--- src/rtl/bcd_encode.sv ---
// bcd_encode: sequential binary-to-BCD converter (shift-and-add-3, one bit per clock).
// A start/busy/done handshake frames each conversion. bcd and overflow are
// registered and change only on the completion edge, holding the last result
// otherwise, so the display path never sees intermediate digits.
module bcd_encode #(
  parameter int WIDTH  = 8,
  parameter int DIGITS = 3
) (
  input  logic                  clk,
  input  logic                  rst_n,
  input  logic                  start,
  input  logic [WIDTH-1:0]      value,
  output logic                  busy,
  output logic                  done,
  output logic [4*DIGITS-1:0]   bcd,
  output logic                  overflow
);

  localparam int CW = $clog2(WIDTH + 1);
  localparam int AW = 4 * DIGITS;

  typedef enum logic [0:0] {
    IDLE  = 1'b0,
    SHIFT = 1'b1
  } state_t;

  state_t          state_r, state_s;
  logic [WIDTH-1:0] bin_r, bin_s;
  logic [AW-1:0]   acc_r, acc_s;
  logic [AW-1:0]   adj_s;
  logic            ovf_r, ovf_s;
  logic [CW-1:0]   cnt_r, cnt_s;
  logic            busy_s, done_s, overflow_s;
  logic [AW-1:0]   bcd_s;

  // Per-digit correction: any digit >= 5 gets 3 added, wrapping inside the
  // nibble so nothing carries into the neighbouring digit.
  function automatic logic [AW-1:0] add3_digits(input logic [AW-1:0] a);
    logic [AW-1:0] r;
    logic [3:0]    d;
    r = '0;
    for (int i = 0; i < DIGITS; i++) begin
      d = a[4*i +: 4];
      if (d >= 4'd5) begin
        r[4*i +: 4] = d + 4'd3;
      end else begin
        r[4*i +: 4] = d;
      end
    end
    return r;
  endfunction

  // Next-state and datapath: capture on start, then correct-and-shift each cycle.
  always_comb begin
    state_s    = state_r;
    bin_s      = bin_r;
    acc_s      = acc_r;
    ovf_s      = ovf_r;
    cnt_s      = cnt_r;
    busy_s     = busy;
    done_s     = 1'b0;
    bcd_s      = bcd;
    overflow_s = overflow;
    adj_s      = add3_digits(acc_r);
    case (state_r)
      IDLE: begin
        if (start) begin
          bin_s   = value;
          acc_s   = '0;
          ovf_s   = 1'b0;
          cnt_s   = '0;
          busy_s  = 1'b1;
          state_s = SHIFT;
        end else begin
          state_s = IDLE;
        end
      end
      SHIFT: begin
        // MSB of bin enters the bottom of acc; the top bit of the corrected acc
        // falls off and is remembered as overflow.
        acc_s = {adj_s[AW-2:0], bin_r[WIDTH-1]};
        bin_s = bin_r << 1;
        ovf_s = ovf_r | adj_s[AW-1];
        cnt_s = cnt_r + CW'(1);
        if (cnt_r == CW'(WIDTH - 1)) begin
          bcd_s      = acc_s;
          overflow_s = ovf_s;
          done_s     = 1'b1;
          busy_s     = 1'b0;
          state_s    = IDLE;
        end else begin
          state_s = SHIFT;
        end
      end
      default: begin
        busy_s  = 1'b0;
        state_s = IDLE;
      end
    endcase
  end

  // State, working registers and registered outputs; async reset abandons any conversion.
  always_ff @(posedge clk or negedge rst_n) begin
    if (!rst_n) begin
      state_r  <= IDLE;
      bin_r    <= '0;
      acc_r    <= '0;
      ovf_r    <= 1'b0;
      cnt_r    <= '0;
      busy     <= 1'b0;
      done     <= 1'b0;
      bcd      <= '0;
      overflow <= 1'b0;
    end else begin
      state_r  <= state_s;
      bin_r    <= bin_s;
      acc_r    <= acc_s;
      ovf_r    <= ovf_s;
      cnt_r    <= cnt_s;
      busy     <= busy_s;
      done     <= done_s;
      bcd      <= bcd_s;
      overflow <= overflow_s;
    end
  end

endmodule

--- config.mk ---
export PLATFORM = sky130hd
export DESIGN_NAME = bcd_encode
export DESIGN_NICKNAME = d
export VERILOG_FILES = /design/src/rtl/bcd_encode.sv
export SDC_FILE = /design/constraint.sdc
export NUM_CORES = 1
export LEC_CHECK = 0
export CORE_AREA = 3 3 61 63
export CTS_BUF_LIST = sky130_fd_sc_hd__clkbuf_8
export DETAILED_ROUTE_END_ITERATION = 8
export DIE_AREA = 0 0 64 66
export HOLD_SLACK_MARGIN = 0.03
export PLACE_DENSITY = 0.84
export SYNTH_ARGS = -nofsm -noshare
export SYNTH_HDL_FRONTEND = slang
export SYNTH_SLANG_ARGS = --single-unit
--- constraint.sdc ---
create_clock -name clk -period 3.4 [get_ports clk]
set_clock_uncertainty 0.05 [all_clocks]
set_input_delay 0.34 -clock clk [delete_from_list [all_inputs] [get_ports clk]]
set_output_delay 0.34 -clock clk [all_outputs]
set_load 0.01 [all_outputs]
# Word-level counts from Yosys, hierarchy flattened
# Index checks and enable logic that the tools add are counted.
[word_totals]
output_inout_bits = 15
in_bits = 11
wordCells = 42
ff_bits = 41
[classes]
n_bitwise = 2
n_reduce_logical = 2
order_cmp = 3
eq_ne = 3
muxes = 19
n_addsub = 4
[op_table]
columns = ["operator", "count"]
rows = [
  ["$pmux W12 S2", 1],
  ["$mux W4", 4],
  ["$pmux W8 S2", 1],
  ["$add A4 B2 Y4 const B", 3],
  ["$ge A4 B3 Y1 const B", 3],
  ["$mux W12", 1],
  ["$mux W8", 1],
  ["$pmux W4 S2", 1],
  ["$mux W1", 7],
  ["$pmux W1 S2", 3],
  ["$add A4 B1 Y4 const B", 1],
  ["$eq A4 B3 Y1 const B", 1],
  ["$reduce_and A2 Y1", 2],
  ["$ne A2 B1 Y1 const B", 1],
  ["$ne A2 B2 Y1 const B", 1],
  ["$not A1 Y1", 1],
  ["$or A1 B1 Y1", 1],
]

# Depth between registers and ports, before layout
[logic_depth]
depth_word = 4
ltp_mapped = 6
ltp_nobuf = 6

# Worst setup path before layout
# No wires, ideal clock.
[synth_timing]
path_type = "register to register"
start = "register acc_r[8]"
end = "register acc_r[10]"
path_stages_with_launch = 7
path_buffers = 0
slack_ns = 1.862
arrival_time_ns = 1.406
setup_ns = 0.082
period_less_slack_ns = 1.538
t_required_ns = 3.268
path_cell_list = "dfrtp_1 -> inv_1 -> ha_1 -> nand2b_1 -> a21oi_1 -> mux2_2 -> o22ai_1"
[synth_via]
elab_chain_len = 3
elab_cells_between_ends = 4
cone_classes = "add/sub: 1; order compare: 1; mux: 2"
[synth_rtl]
columns = ["item", "line_no", "text"]
rows = [
  ["start: declaration", "29", "logic [AW-1:0] acc_r, acc_s;"],
  ["start signal: assignment", "117", "acc_r <= acc_s;"],
  ["$add A4 B2 Y4 / $ge A4 B3 Y1 (equally long branches)", "45, 44", ""],
  ["$mux W4 *", "44", "if (d >= 4'd5) begin"],
  ["$pmux W12 S2 *", "65", "case (state_r)"],
]
# Every way passes the cells marked *; elsewhere a longest branch is shown, timed or not.
# A chain may end at the register's enable or synchronous reset.

# Worst setup path in the final report
[layout_timing]
start = "register state_r"
end = "register acc_r[2]"
[layout_via]
elab_chain_len = 2
elab_cells_between_ends = 3
cone_classes = "eq/ne: 1; mux: 1; bitwise: 1"
[layout_rtl]
columns = ["item", "line_no", "text"]
rows = [
  ["start: declaration", "27", "state_t state_r, state_s;"],
  ["start signal: assignment", "115", "state_r <= state_s;"],
  ["$not A1 Y1", "--", ""],
  ["$pmux W12 S2 / $ne A2 B2 Y1 (equally long branches)", "--", ""],
]
# Several ways; a longest one is shown, not always the timed one.

==> impl_metrics.ini <==
[synthesis]
yosysWarnings = 0
yosysSeqAreaShare_pct = 53.9
synth-edff-count = 0
synth_top_area_share_pct = 53.9
ys_types = 32
yosys_most_used_dff = dfrtp_1
synth_area_um2 = 1900
async_flop_share_pct = 100
ys_top_cells_by_area = dfrtp_1 (54%), o21ai_0 (5.8%), nand2_1 (5.7%)
ys_seq_elements = 41
synth.most_common_cell = dfrtp_1
syn_nets = 201
synthCells = 183
syn_avg_cell_area_um2 = 10.4
ys_top_cells_by_count = dfrtp_1 (41), nand2_1 (29), o21ai_0 (22), mux2i_1 (9)
synth_top_area_cell = dfrtp_1

[route]
ant_nets = 0
drtIter0Drc = 63
routedWlPerCell_um = 14.1
num_vias = 1377
viasPerCell = 5.44
wirelength_um = 3560
drcViolationCount = 0
firstDrtPassIters = 4

[critical_path]
crit_required_ns = 3.54
worstPathArrival_ns = 2.10
crit_type = reg2reg
endpoint_kind = flip-flop
crit_path_start_kind = flip-flop
crit_fanout = 28

[power_and_ir_drop]
p_leak_nw = 1.02
swShare_pct = 37.5
combPwrFrac_pct = 43.7
power_density_nw_per_um2 = 966
p_int_w = 0.00136
seq_power_share_pct = 41.7
p_switching_w = 0.000814
power_frac_clock_pct = 14.5
max-vdd-ir-drop_mv = 0.470

[global_routing]
overflow = 0
grt_pass1_vias = 1397
antenna_found_initial = 0
grt.total_usage_pct = 19.1
grt_max_degree = 42
grt_pass1_wl_um = 6130

[sta]
tightest_slew_ns = 0.951
relSlewSlack_pct = 36.4
finalSetupViolations = 0
fmax_mhz = 509
rsz0062_at_grt = false
fin_crit_sh_pct = 57.8
tns_ns = 0
drv_slew = 0
period_needed_ns = 1.96
hold_violations = 0

[placed_design]
dp_hpwl_um = 2590
portBuffers = 25
place_congestion = 0.784

[die]
rows = 21
die_h_um = 66
core_um2 = 3280
dieArea_um2 = 4220
die_width_um = 64
start_util_pct = 57.9
io_pins = 26

[clock_network]
cts_sinks = 41
cts_buffer_depth = 2
cts_tree = built
clk_pin_slew_ns = 0.07
root_buffer = clkbuf_8
cts.repair.resized = 0
cts_hold_buffers = 0
clk_latency_ns = 0.30
postCtsSetupRepairBufs = 0
h-tree-depth = 2
numCtsBuffers = 5

[finish]
drive_above_1_share_pct = 9.18
num-nets-final = 225
antenna_cells = 0
fin_util_pct = 68.5
area.growth.synth_to_final_pct = 18.1

[min_path]
hold_class = in2async

[flow_run]
max-cap-violations = 0

[status]
outcome = complete, no violations
-- stage by stage --
step | power [W] | cells | worst slack [ns] | area [um^2] | hold slack, ns
after detailed placement | 0.00187 | 246 | 1.19 | 2160 | 0.418
after global routing | 0.00235 | 253 | 1.27 | 2250 | 0.166
after floorplan | 0.00154 | 183 | 1.86 | 1900 | -0.00559
after global placement | 0.00180 | 246 | 1.26 | 2160 | 0.410
after CTS | 0.00219 | 253 | 1.44 | 2250 | 0.133
final | 0.00217 | 253 | 1.44 | 2250 | 0.107
-- layer usage --
metal	vias up	routed length, um	part of all wire [%]	global-route usage (%)
met5	-	0	0	0
li1	676	-	-	-
met3	8	145	4.1	5.10
met1	667	1560	44	22.5
met4	0	63	1.8	8.09
met2	26	1780	50	32.8
-- state kept, by name, summed over array words and instances (netlist names) --
| name | count |
|---|---|
| busy | 1 |
| bin_r | 8 |
| state_r | 1 |
| ovf_r | 1 |
| cnt_r | 4 |
| overflow | 1 |
| acc_r | 12 |
| bcd | 12 |
| done | 1 |
-- cell families after synthesis --
group,Yosys count,synth area share [%]
buffers and inverters,18,4.47
muxes,14,7.89
and+or+nand+nor,52,12.8
xor gates and xnor gates,5,2.30
AOI/OAI and AO/OA,46,14.1
DFF,41,53.9
adders and majority gates,7,4.60
-- placed cells by master, fill, tap and decap left out --
cell type and n:
nand4b_1 1, nand2b_1 2, o22ai_1 7, mux2i_1 9, nand3_1 3, inv_2 1, nor3b_1 6, inv_1 9
nor3_1 3, mux2_4 1, buf_4 1, and3_1 1, a21oi_2 2, a21o_1 2, buf_2 1, dfrtp_1 41
mux2_2 4, nor2_1 6, a22o_1 1, nand2_1 29, a211oi_1 1, xor2_1 1, a21o_2 1, o31ai_1 1
a31o_2 1, xnor2_1 4, ha_1 7, a21oi_1 8, clkdlybuf4s50_1 24, o21ai_0 22, nand2b_2 1, clkbuf_8 6
-- worst max-delay path, cell delays in order (launching register included) --
cell and delay [ns]:
dfrtp_1 0.86, inv_1 0.51, and3_1 0.29, a21o_1 0.15
-- layout make-up --
class / count / area, um^2
fillers: 257 / 1040
flip-flops and latches: 41 / 1030
multi-input cells: 124 / 792
repair buffers: 26 / 253
clock buffers: 6 / 82.6
well taps: 46 / 57.6
inverters: 9 / 33.8
clock inverters: 1 / 3.75
-- power groups by stage --
stage	sequential, W	combinational [W]	clock, W
floorplan	0.000875	0.000665	0
finish	0.000907	0.000950	0.000316
global placement	0.000890	0.000907	0
CTS	0.000905	0.000965	0.000323
global route	0.000940	0.00107	0.000341
detailed placement	0.000913	0.000960	0
-- final timing paths --
| check | depth (start not counted) | from | slack [ns] | endpoint |
|---|---|---|---|---|
| max | 3 | state_r$_DFF_PN0_ | 1.44 | acc_r[2]$_DFFE_PN0P_ |
| min | 1 | rst_n | 0.11 | bcd[9]$_DFFE_PN0P_ |
| max reg2reg | 3 | state_r$_DFF_PN0_ | 1.44 | acc_r[2]$_DFFE_PN0P_ |
| min reg2reg | 2 | bcd[10]$_DFFE_PN0P_ | 0.43 | bcd[10]$_DFFE_PN0P_ |
| max in group asynchronous | 1 | rst_n | 2.66 | bcd[11]$_DFFE_PN0P_ |
| min in group clk | 2 | bcd[10]$_DFFE_PN0P_ | 0.43 | bcd[10]$_DFFE_PN0P_ |
(Power assumes the default switching activity.)
